==> src/rtl/vslide_pkg.sv <==
// Shared types and helpers for the vslide beat issuer.
package vslide_pkg;

  // Element width encodings carried on cmd_sew / out_sew
  typedef enum logic [1:0] {
    SEW_E8  = 2'd0,
    SEW_E16 = 2'd1,
    SEW_E32 = 2'd2,
    SEW_E64 = 2'd3
  } sew_e;

  // One VRF beat is 64 bits wide
  localparam int BEAT_BYTES = 8;
  localparam int BEAT_SHIFT = $clog2(BEAT_BYTES);

  typedef enum logic [1:0] {
    IDLE  = 2'd0,
    ISSUE = 2'd1,
    DRAIN = 2'd2,
    DONE  = 2'd3
  } state_e;

  // Byte enables for the final beat. A remainder of zero means that beat is full.
  function automatic logic [BEAT_BYTES-1:0] last_beat_be(input logic [BEAT_SHIFT-1:0] rem);
    logic [BEAT_BYTES-1:0] be;
    if (rem == '0) begin
      be = '1;
    end else begin
      be = (BEAT_BYTES'(1) << rem) - BEAT_BYTES'(1);
    end
    return be;
  endfunction

endpackage

==> src/rtl/vslide_sb_delay.sv <==
// Fixed-depth delay line that carries beat sideband alongside the VRF read
// latency, so the sideband lines up with rd_data at the slide unit.
module vslide_sb_delay #(
  parameter int DEPTH = 1,
  parameter int WIDTH = 8
) (
  input  logic             clk,
  input  logic             rst,
  input  logic             in_valid,
  input  logic [WIDTH-1:0] in_data,
  output logic             out_valid,
  output logic [WIDTH-1:0] out_data
);

  logic [DEPTH-1:0] valid_q;
  logic [WIDTH-1:0] data_q [DEPTH];

  // Shift one stage per cycle; reset empties the line so no stale beat survives.
  always_ff @(posedge clk) begin
    if (rst) begin
      valid_q <= '0;
      for (int i = 0; i < DEPTH; i++) begin
        data_q[i] <= '0;
      end
    end else begin
      valid_q[0] <= in_valid;
      data_q[0]  <= in_data;
      for (int i = 1; i < DEPTH; i++) begin
        valid_q[i] <= valid_q[i-1];
        data_q[i]  <= data_q[i-1];
      end
    end
  end

  assign out_valid = valid_q[DEPTH-1];
  assign out_data  = data_q[DEPTH-1];

endmodule

==> src/rtl/vslide_issue.sv <==
// Beat issuer for the slide unit. Takes one vslide1up/vslide1down command,
// reads the source group beat by beat in ascending order and presents each
// beat to the slide unit with aligned start/end/address/byte-enable sideband.
//
// state | meaning
// IDLE  | waiting for a command, cmd_ready high
// ISSUE | one VRF read per cycle, beat index 0..beats-1
// DRAIN | reads done, waiting for the last beat to leave the delay line
// DONE  | zero-length command, one-cycle done pulse
module vslide_issue
  import vslide_pkg::*;
#(
  parameter int DATA_WIDTH = 64,
  parameter int ADDR_WIDTH = 32,
  parameter int VL_WIDTH   = 16,
  parameter int SEW_WIDTH  = 2,
  parameter int BE_WIDTH   = 8,
  parameter int RD_LATENCY = 1
) (
  input  logic                  clk,
  input  logic                  rst,
  input  logic                  cmd_valid,
  output logic                  cmd_ready,
  input  logic [ADDR_WIDTH-1:0] cmd_src_addr,
  input  logic [ADDR_WIDTH-1:0] cmd_dst_addr,
  input  logic [VL_WIDTH-1:0]   cmd_vl,
  input  logic [SEW_WIDTH-1:0]  cmd_sew,
  input  logic                  cmd_down,
  input  logic                  cmd_insert,
  input  logic [DATA_WIDTH-1:0] cmd_scalar,
  output logic                  rd_en,
  output logic [ADDR_WIDTH-1:0] rd_addr,
  input  logic [DATA_WIDTH-1:0] rd_data,
  output logic                  out_valid,
  output logic [DATA_WIDTH-1:0] out_vec0,
  output logic [DATA_WIDTH-1:0] out_vec1,
  output logic [SEW_WIDTH-1:0]  out_sew,
  output logic                  out_opSel,
  output logic                  out_insert,
  output logic                  out_start,
  output logic                  out_end,
  output logic [ADDR_WIDTH-1:0] out_addr,
  output logic [BE_WIDTH-1:0]   out_be,
  output logic                  busy,
  output logic                  done
);

  // Byte count needs 3 extra bits so vl << 3 cannot overflow
  localparam int BYTES_WIDTH = VL_WIDTH + BEAT_SHIFT;
  localparam int SB_WIDTH    = 2 + ADDR_WIDTH + BE_WIDTH;

  state_e                  state_q, state_d;
  logic [ADDR_WIDTH-1:0]   src_q, dst_q;
  logic [VL_WIDTH-1:0]     beats_q, idx_q;
  logic [BE_WIDTH-1:0]     last_be_q;
  logic [DATA_WIDTH-1:0]   scalar_q;
  logic [SEW_WIDTH-1:0]    sew_q;
  logic                    down_q, insert_q;

  logic                    accept;
  logic [BYTES_WIDTH-1:0]  bytes_c;
  logic [VL_WIDTH-1:0]     beats_c;
  logic                    is_first, is_last;
  logic [SB_WIDTH-1:0]     sb_in, sb_out;
  logic                    sb_valid;
  logic [ADDR_WIDTH-1:0]   beat_dst;
  logic [BE_WIDTH-1:0]     beat_be;

  assign accept  = cmd_valid & cmd_ready;
  assign bytes_c = {{BEAT_SHIFT{1'b0}}, cmd_vl} << cmd_sew;
  // Round up to whole beats: full beats plus one if any bytes spill over
  assign beats_c = bytes_c[BYTES_WIDTH-1:BEAT_SHIFT]
                 + VL_WIDTH'(|bytes_c[BEAT_SHIFT-1:0]);

  // Next-state and handshake decode
  always_comb begin
    state_d   = state_q;
    cmd_ready = 1'b0;
    rd_en     = 1'b0;
    busy      = 1'b1;
    case (state_q)
      IDLE: begin
        cmd_ready = 1'b1;
        busy      = 1'b0;
        if (cmd_valid) begin
          state_d = (beats_c == '0) ? DONE : ISSUE;
        end
      end
      ISSUE: begin
        rd_en = 1'b1;
        if (is_last) begin
          state_d = DRAIN;
        end
      end
      DRAIN: begin
        if (sb_valid && out_end) begin
          state_d = IDLE;
        end
      end
      DONE: begin
        state_d = IDLE;
      end
      default: begin
        state_d = IDLE;
      end
    endcase
  end

  // State register plus command latch and beat index
  always_ff @(posedge clk) begin
    if (rst) begin
      state_q   <= IDLE;
      src_q     <= '0;
      dst_q     <= '0;
      beats_q   <= '0;
      idx_q     <= '0;
      last_be_q <= '0;
      scalar_q  <= '0;
      sew_q     <= '0;
      down_q    <= 1'b0;
      insert_q  <= 1'b0;
    end else begin
      state_q <= state_d;
      if (accept) begin
        src_q     <= cmd_src_addr;
        dst_q     <= cmd_dst_addr;
        beats_q   <= beats_c;
        idx_q     <= '0;
        last_be_q <= BE_WIDTH'(last_beat_be(bytes_c[BEAT_SHIFT-1:0]));
        scalar_q  <= cmd_scalar;
        sew_q     <= cmd_sew;
        down_q    <= cmd_down;
        insert_q  <= cmd_insert;
      end else if (rd_en) begin
        idx_q <= idx_q + VL_WIDTH'(1);
      end
    end
  end

  // Per-beat sideband; addresses wrap naturally at ADDR_WIDTH
  always_comb begin
    is_first = (idx_q == '0);
    is_last  = (state_q == ISSUE) && (idx_q == beats_q - VL_WIDTH'(1));
    beat_dst = dst_q + ADDR_WIDTH'(idx_q);
    beat_be  = is_last ? last_be_q : '1;
    rd_addr  = '0;
    sb_in    = '0;
    if (rd_en) begin
      rd_addr = src_q + ADDR_WIDTH'(idx_q);
      sb_in   = {is_first, is_last, beat_dst, beat_be};
    end
  end

  vslide_sb_delay #(
    .DEPTH (RD_LATENCY),
    .WIDTH (SB_WIDTH)
  ) u_sb_delay (
    .clk       (clk),
    .rst       (rst),
    .in_valid  (rd_en),
    .in_data   (sb_in),
    .out_valid (sb_valid),
    .out_data  (sb_out)
  );

  assign out_valid                             = sb_valid;
  assign {out_start, out_end, out_addr, out_be} = sb_out;
  // Gate the read data so the port idles at zero between beats and after reset
  assign out_vec0   = sb_valid ? rd_data : '0;
  assign out_vec1   = scalar_q;
  assign out_sew    = sew_q;
  assign out_opSel  = down_q;
  assign out_insert = insert_q;
  assign done       = (sb_valid & out_end) | (state_q == DONE);

endmodule

==> config.mk <==
export PLATFORM = sky130hd
export DESIGN_NAME = vslide_issue
export DESIGN_NICKNAME = d
export VERILOG_FILES = /design/src/rtl/vslide_pkg.sv /design/src/rtl/vslide_sb_delay.sv /design/src/rtl/vslide_issue.sv
export SDC_FILE = /design/constraint.sdc
export NUM_CORES = 1
export LEC_CHECK = 0
export CORE_AREA = 10 10 158 160
export DETAILED_ROUTE_END_ITERATION = 10
export DIE_AREA = 0 0 168 170
export DONT_BUFFER_PORTS = 1
export GPL_ROUTABILITY_DRIVEN = 0
export GPL_TIMING_DRIVEN = 0
export PLACE_DENSITY = 0.68
export SLEW_MARGIN = 20
export SYNTH_ARGS = -nofsm -noshare
export SYNTH_HDL_FRONTEND = slang
export SYNTH_HIERARCHICAL = 1
export SYNTH_SLANG_ARGS = --single-unit
==> constraint.sdc <==
create_clock -name clk -period 8.2 [get_ports clk]
set_clock_uncertainty 0.2 [all_clocks]
set_input_delay 1.64 -clock clk [delete_from_list [all_inputs] [get_ports clk]]
set_output_delay 1.64 -clock clk [all_outputs]
set_load 0.01 [all_outputs]
==> results of run 1 <==
path summary, 6_finish.rpt:
path / endpoint / cells past startpoint
max: rd_addr[31] / 10
min: dst_q[12] / 2
max reg2reg: u_sb_delay/data_q[0][32] / 11
min reg2reg: dst_q[12] / 2
power by group:
group | switching [uW] | leakage, uW | internal (uW)
clock network | 439 | 0.000372 | 616
registers | 73.1 | 0.00177 | 1120
logic | 247 | 0.00255 | 138
kinds of logic after synthesis:
| logic type | count (synthesis) | share of synthesized area |
|---|---|---|
| compound gates | 297 | 0.155 |
| xor+xnor | 91 | 0.0689 |
| fa+ha+maj | 39 | 0.0435 |
| buf+inv | 116 | 0.0397 |
| flops | 217 | 0.376 |
| mux | 23 | 0.0332 |
| simple gates | 708 | 0.285 |
layout by cell type (no fill, tap or decap), types with 6 or more instances in the layout:
cell type / synthesis / final
dfxtp_1: 217 / 217
o21ai_0: 24 / 24
mux4_2: 12 / 12
clkbuf_1: 78 / 80
and2_1: 72 / 72
nor2b_1: 47 / 47
a211oi_1: 17 / 16
nand2b_1: 9 / 9
clkbuf_16: 0 / 24
xnor2_1: 61 / 61
or4_1: 6 / 6
ha_1: 37 / 37
nor4_1: 6 / 6
xor2_1: 30 / 30
nor3_1: 30 / 30
or3_1: 11 / 11
o31ai_1: 10 / 10
o21a_1: 7 / 7
a21o_1: 15 / 15
a21oi_1: 183 / 183
nor2_1: 133 / 133
nand3_1: 33 / 33
nand2_1: 316 / 316
mux2i_1: 8 / 8
nand4_1: 14 / 14
inv_1: 21 / 21
clkinv_2: 0 / 6
buf_2: 10 / 10
sequential cells by signal, indices dropped and copies added, names as in the netlist, 2 cells and up:
name	count
beats_q	16
dst_q	32
idx_q	16
last_be_q	8
out_sew	2
out_vec1	64
src_q	32
state_q	2
u_sb_delay/data_q	42
stage by stage:
| stage | worst slack, ns | utilization | hold WS [ns] | instances |
|---|---|---|---|---|
| after global placement | 2.89 | 0.550 | 0.246 | 1771 |
| after CTS | 2.29 | 0.585 | 0.261 | 1811 |
| after detailed placement | 2.84 | 0.550 | 0.252 | 1771 |
| after floorplan | 3.49 | - | 0.237 | 1491 |
| final | 2.30 | 0.586 | 0.260 | 1816 |
| after global routing | 1.96 | 0.585 | 0.276 | 1813 |
critical path, stage by stage (launching register included):
cell,delay [ns]
dfxtp_1,0.59
ha_1,0.32
a21o_1,0.15
a21o_1,0.22
a2111oi_0,0.64
o31a_1,0.33
o211a_1,0.22
o31a_1,0.22
clkbuf_1,0.37
o31ai_1,0.13
a21oi_1,0.35
layout make-up:
type / instances / share of cell area
Sequential cell: 217 / 0.342
Clock buffer: 28 / 0.0500
Tap cell: 280 / 0.0276
Antenna cell: 5 / 0.000985
Clock inverter: 12 / 0.0101
Buffer: 94 / 0.0297
Multi-Input combinational cell: 1158 / 0.533
Inverter: 22 / 0.00650
layer usage:
layer / track usage / share of wire / wire length (um) / vias up
li1: - / - / - / 5100
met1: 0.284 / 0.36 / 14800 / 4937
met2: 0.488 / 0.50 / 21000 / 483
met3: 0.101 / 0.11 / 4390 / 77
met4: 0.103 / 0.036 / 1490 / 2
met5: 0 / 0.00031 / 13 / -
==> impl_metrics.yaml, run 1 <==
floorplanning:
  chipHeight_um: 170
  start_util: 0.533
  die_x_um: 168
  num_io_pins: 426
  rows: 54
  dieArea_sq_um: 28600
  fp.coreArea_sq_um: 21700
cts:
  cts_setup_buffers: 0
  clkTransAtPathRegs_ns: 0.06
  clkLatencyLatePin_ns: 0.53
  clock-sinks: 217
  ctsHoldBuffers: 0
  h-tree-depth: 1
  root_buffer: "clkbuf_16"
  cts-resized-gates: 0
  cts_max_path_buffers: 3
  cts_made_buffers: 24
  cts_tree: "yes"
grt:
  grtUsageTotal: 0.272
  grt_first_pass_wirelength_mm: 61.4
  grt_max_degree: 14
  grt_pass1_vias: 10241
  gr-total-overflow: 0
  antenna_found_initial: 5
sta:
  grt_setup_unrepaired: "no"
  fin_setup_tns_ns: 0
  max_freq_mhz: 170
  worst_pin_slew_ns: 1.17
  min_period_ns: 5.90
  post-route-period-util: 0.719
  setup_viol_count_final: 0
  slew_viol_final: 0
  relSlewSlack: 0.214
  hold_violations: 0
logic_synthesis:
  ys.flop_type: "dfxtp_1"
  synth_edf_count: 0
  synth_seq_cells: 217
  syn_inst: 1491
  synth_common_cells: "nand2_1 (316), dfxtp_1 (217), a21oi_1 (183), nor2_1 (133), clkbuf_1 (78)"
  syn_area_per_cell_sq_um: 7.76
  synth_top_area_frac: 0.376
  yosysSeqAreaShare: 0.376
  synthesis.area_sq_um: 11600
  ys_async_sr_fraction: 0
  synthTopCellsByArea: "dfxtp_1 (38%), nand2_1 (10%), a21oi_1 (7.9%), xnor2_1 (4.6%), nor2_1 (4.3%)"
  synth.distinct_cells: 67
  yosysMostFrequentCell: "nand2_1"
  postSynthNetCount: 1745
  synth_area_leader_cell: "dfxtp_1"
  synth_warnings: 6
setup_path:
  crit_fanout: 10
  reg2reg_from: "idx_q[0]"
  end_kind: "primary output"
  cp-startpoint: "idx_q[1]"
  r2r_setup_slack_ns: 4.82
  critPathKind: "flip-flop to primary output"
  crit_required_ns: 6.36
  cp-start-kind: "flip-flop"
  worstPathArrival_ns: 4.06
finish:
  final.fill_count: 2030
  final_nets: 1771
  drive_gt1_frac: 0.0516
  regArea_sq_um: 4340
  multi_input_area_sq_um: 6770
  syn_to_final_growth_pct: 9.79
  final_area_sq_um: 12700
power:
  peakVddDrop_v: 0.000149
  power_uw: 2630
  p_leak_uw: 0.00469
  p_per_area_nw_per_um2: 207
min_path:
  min_from: "dst_q[12]"
  hp-class: "flip-flop to flip-flop"
run_status:
  run_status: "complete, no violations"
routing:
  totalWireLength_mm: 41.8
  drcViolationCount: 0
  vias_per_cell: 5.84
  dr.pass1.iters: 5
  num_vias: 10599
  wl_per_cell_um: 23.0
  ant_nets: 0
  drt-initial-drc-count: 694
placement:
  placed_area_sq_um: 11900
  io_buffers: 0
  post-dp-hpwl_mm: 33.6
job:
  max_cap_viol_count: 0
Note: power is estimated with default switching activity, not from simulation.
==> run 2, diff against run 1 <==
--- a/config.mk
+++ b/config.mk
@@ -5,13 +5,13 @@
 export SDC_FILE = /design/constraint.sdc
 export NUM_CORES = 1
 export LEC_CHECK = 0
-export CORE_AREA = 10 10 158 160
+export CORE_AREA = 10 10 157 159
 export DETAILED_ROUTE_END_ITERATION = 10
-export DIE_AREA = 0 0 168 170
+export DIE_AREA = 0 0 167 169
 export DONT_BUFFER_PORTS = 1
 export GPL_ROUTABILITY_DRIVEN = 0
 export GPL_TIMING_DRIVEN = 0
-export PLACE_DENSITY = 0.68
+export PLACE_DENSITY = 0.72
 export SLEW_MARGIN = 20
 export SYNTH_ARGS = -nofsm -noshare
 export SYNTH_HDL_FRONTEND = slang
==> constraint.sdc (replaced) <==
create_clock -name clk -period 5 [get_ports clk]
set_clock_uncertainty 0.2 [all_clocks]
set_input_delay 1 -clock clk [delete_from_list [all_inputs] [get_ports clk]]
set_output_delay 1 -clock clk [all_outputs]
set_load 0.01 [all_outputs]
==> impl_metrics.yaml, run 2 (synthesis results as in run 1) <==
grt:
  gr-total-overflow: 0
  antenna_found_initial: 2
  grtUsageTotal: 0.280
  grt_first_pass_wirelength_mm: 62.8
  grt_pass1_vias: 10216
  grt_max_degree: 15
placement:
  io_buffers: 0
  place_inst: 1771
  post-dp-hpwl_mm: 34.2
setup_path:
  crit_required_ns: 3.80
  critPathKind: "flip-flop to primary output"
  cp-startpoint: "idx_q[1]"
  ff2ff_path_depth: 11
  critical-path-max-stage-delay_ns: 0.58
  reg2reg_to: "state_q[1]"
  cp-start-kind: "flip-flop"
  cpMostUsedCell: "a21o_1"
  cp_cell_sequence: "ha_1, a21o_1, a21o_1, a2111oi_2, o31a_1, o211a_1, o31a_2, or4_1, a21oi_1"
  reg2reg_from: "beats_q[0]"
  crit_fanout: 14
  end_kind: "primary output"
  crit_slowest_cell: "dfxtp_1"
  r2r_setup_slack_ns: 1.58
  crit_path_end: "rd_addr[31]"
  worstPathArrival_ns: 3.59
sta:
  min_period_ns: 4.79
  relSlewSlack: 0.314
  max_freq_mhz: 209
  worst_pin_slew_ns: 1.03
  post-route-period-util: 0.959
  grt_setup_unrepaired: "no"
  setup_viol_count_final: 0
  hold_violations: 0
  slew_viol_final: 0
  fin_setup_tns_ns: 0
floorplanning:
  die_x_um: 167
  start_util: 0.537
  rows: 54
  num_io_pins: 426
  fp.coreArea_sq_um: 21600
  dieArea_sq_um: 28200
  chipHeight_um: 169
routing:
  drcViolationCount: 0
  totalWireLength_mm: 42.1
  vias_per_cell: 5.82
  ant_nets: 0
  wl_per_cell_um: 23.2
  drt-initial-drc-count: 725
  dr.pass1.iters: 6
  num_vias: 10547
finish:
  final_nets: 1769
  largest_reg_flops: 64
  layout_common_cells: "nand2_1 (316), dfxtp_1 (217), a21oi_1 (183)"
  syn_to_final_growth_pct: 11.0
  drive_gt1_frac: 0.0535
  layout_commonest_cell: "nand2_1"
  final.fill_count: 1943
  stdcell_count: 1813
power:
  p_per_area_nw_per_um2: 361
  peakVddDrop_v: 0.000273
  p_leak_uw: 0.00476
  switchingPower_uw: 1280
  power.share.sequential: 0.421
  p_int_uw: 3360
  pwr-share-comb: 0.138
  p_clk_frac: 0.441
  switching_share: 0.275
cts:
  clkLatencyLatePin_ns: 0.53
  h-tree-depth: 1
  clkTransAtPathRegs_ns: 0.06
  ctsHoldBuffers: 0
  cts_tree: "yes"
  cts_max_path_buffers: 3
  root_buffer: "clkbuf_16"
  cts_setup_buffers: 0
  cts_made_buffers: 23
  clock-sinks: 217
job:
  max_cap_viol_count: 0
run_status:
  run_status: "complete, no violations"
min_path:
  hp-class: "flip-flop to flip-flop"
  min_from: "src_q[15]"
==> run 2: worst min path at each step <==
stage                         endpoint  slack, ns  cells after the start
after floorplan           last_be_q[5]       0.24                      2
after global placement        src_q[0]       0.25                      2
after detailed placement  last_be_q[7]       0.25                      2
after CTS                 last_be_q[7]       0.26                      2
after global routing         src_q[15]       0.28                      2
final                        src_q[15]       0.26                      2
==> run 2: timing repair <==
item,CTS,global route
gates resized for setup,3,3
cloned,0,0
endpoints found under the setup margin,15,8
==> run 2: routing by layer <==
| metal | GRT usage | vias up | share of wire |
|---|---|---|---|
| met5 | 0 | - | 0 |
| met4 | 0.0550 | 0 | 0.019 |
| met3 | 0.0994 | 45 | 0.11 |
| met2 | 0.515 | 528 | 0.51 |
| met1 | 0.303 | 4879 | 0.37 |
| li1 | - | 5095 | - |
==> run 2: metrics by stage <==
| stage | area [sq um] | setup WS [ns] | power, uW | hold WS (ns) | utilization |
|---|---|---|---|---|---|
| floorplan | 11600 | 0.935 | 2430 | 0.237 | - |
| global placement | 11900 | 0.291 | 2610 | 0.247 | 0.553 |
| detailed placement | 11900 | 0.202 | 2620 | 0.251 | 0.553 |
| CTS | 12800 | 0.0909 | 4650 | 0.260 | 0.595 |
| global route | 12800 | 0.0485 | 4800 | 0.284 | 0.596 |
| finish | 12800 | 0.206 | 4640 | 0.261 | 0.596 |
==> run 2: final cells by class <==
type / instances / area (sq um) / share of cell area
Sequential cell: 217 / 4340 / 0.338
Buffer: 93 / 373 / 0.0290
Inverter: 22 / 82.6 / 0.00643
Antenna cell: 1 / 2.50 / 0.000195
Tap cell: 280 / 350 / 0.0273
Clock inverter: 13 / 290 / 0.0226
Clock buffer: 29 / 618 / 0.0481
Multi-Input combinational cell: 1158 / 6780 / 0.528
==> run 2: power groups by stage <==
stage	registers (uW)	clock network, uW	logic, uW
floorplan	1950	0	484
global placement	1990	0	620
detailed placement	1990	0	637
CTS	1950	2060	640
global route	1960	2120	714
finish	1950	2040	642
==> run 2: critical path: cells and delay by family (launching register included) <==
family	cells	cell delay [ns]
compound gates	7	1.76
flops	1	0.58
simple gates	1	0.48
fa+ha+maj	1	0.24
==> run 3, diff against run 2 <==
--- a/config.mk
+++ b/config.mk
@@ -12,7 +12,7 @@
 export GPL_ROUTABILITY_DRIVEN = 0
 export GPL_TIMING_DRIVEN = 0
 export PLACE_DENSITY = 0.72
-export SLEW_MARGIN = 20
+export SLEW_MARGIN = 10
 export SYNTH_ARGS = -nofsm -noshare
 export SYNTH_HDL_FRONTEND = slang
 export SYNTH_HIERARCHICAL = 1
==> results of run 3 <==
Same layout as run 2: the final DEF is identical, and so are final timing and power.
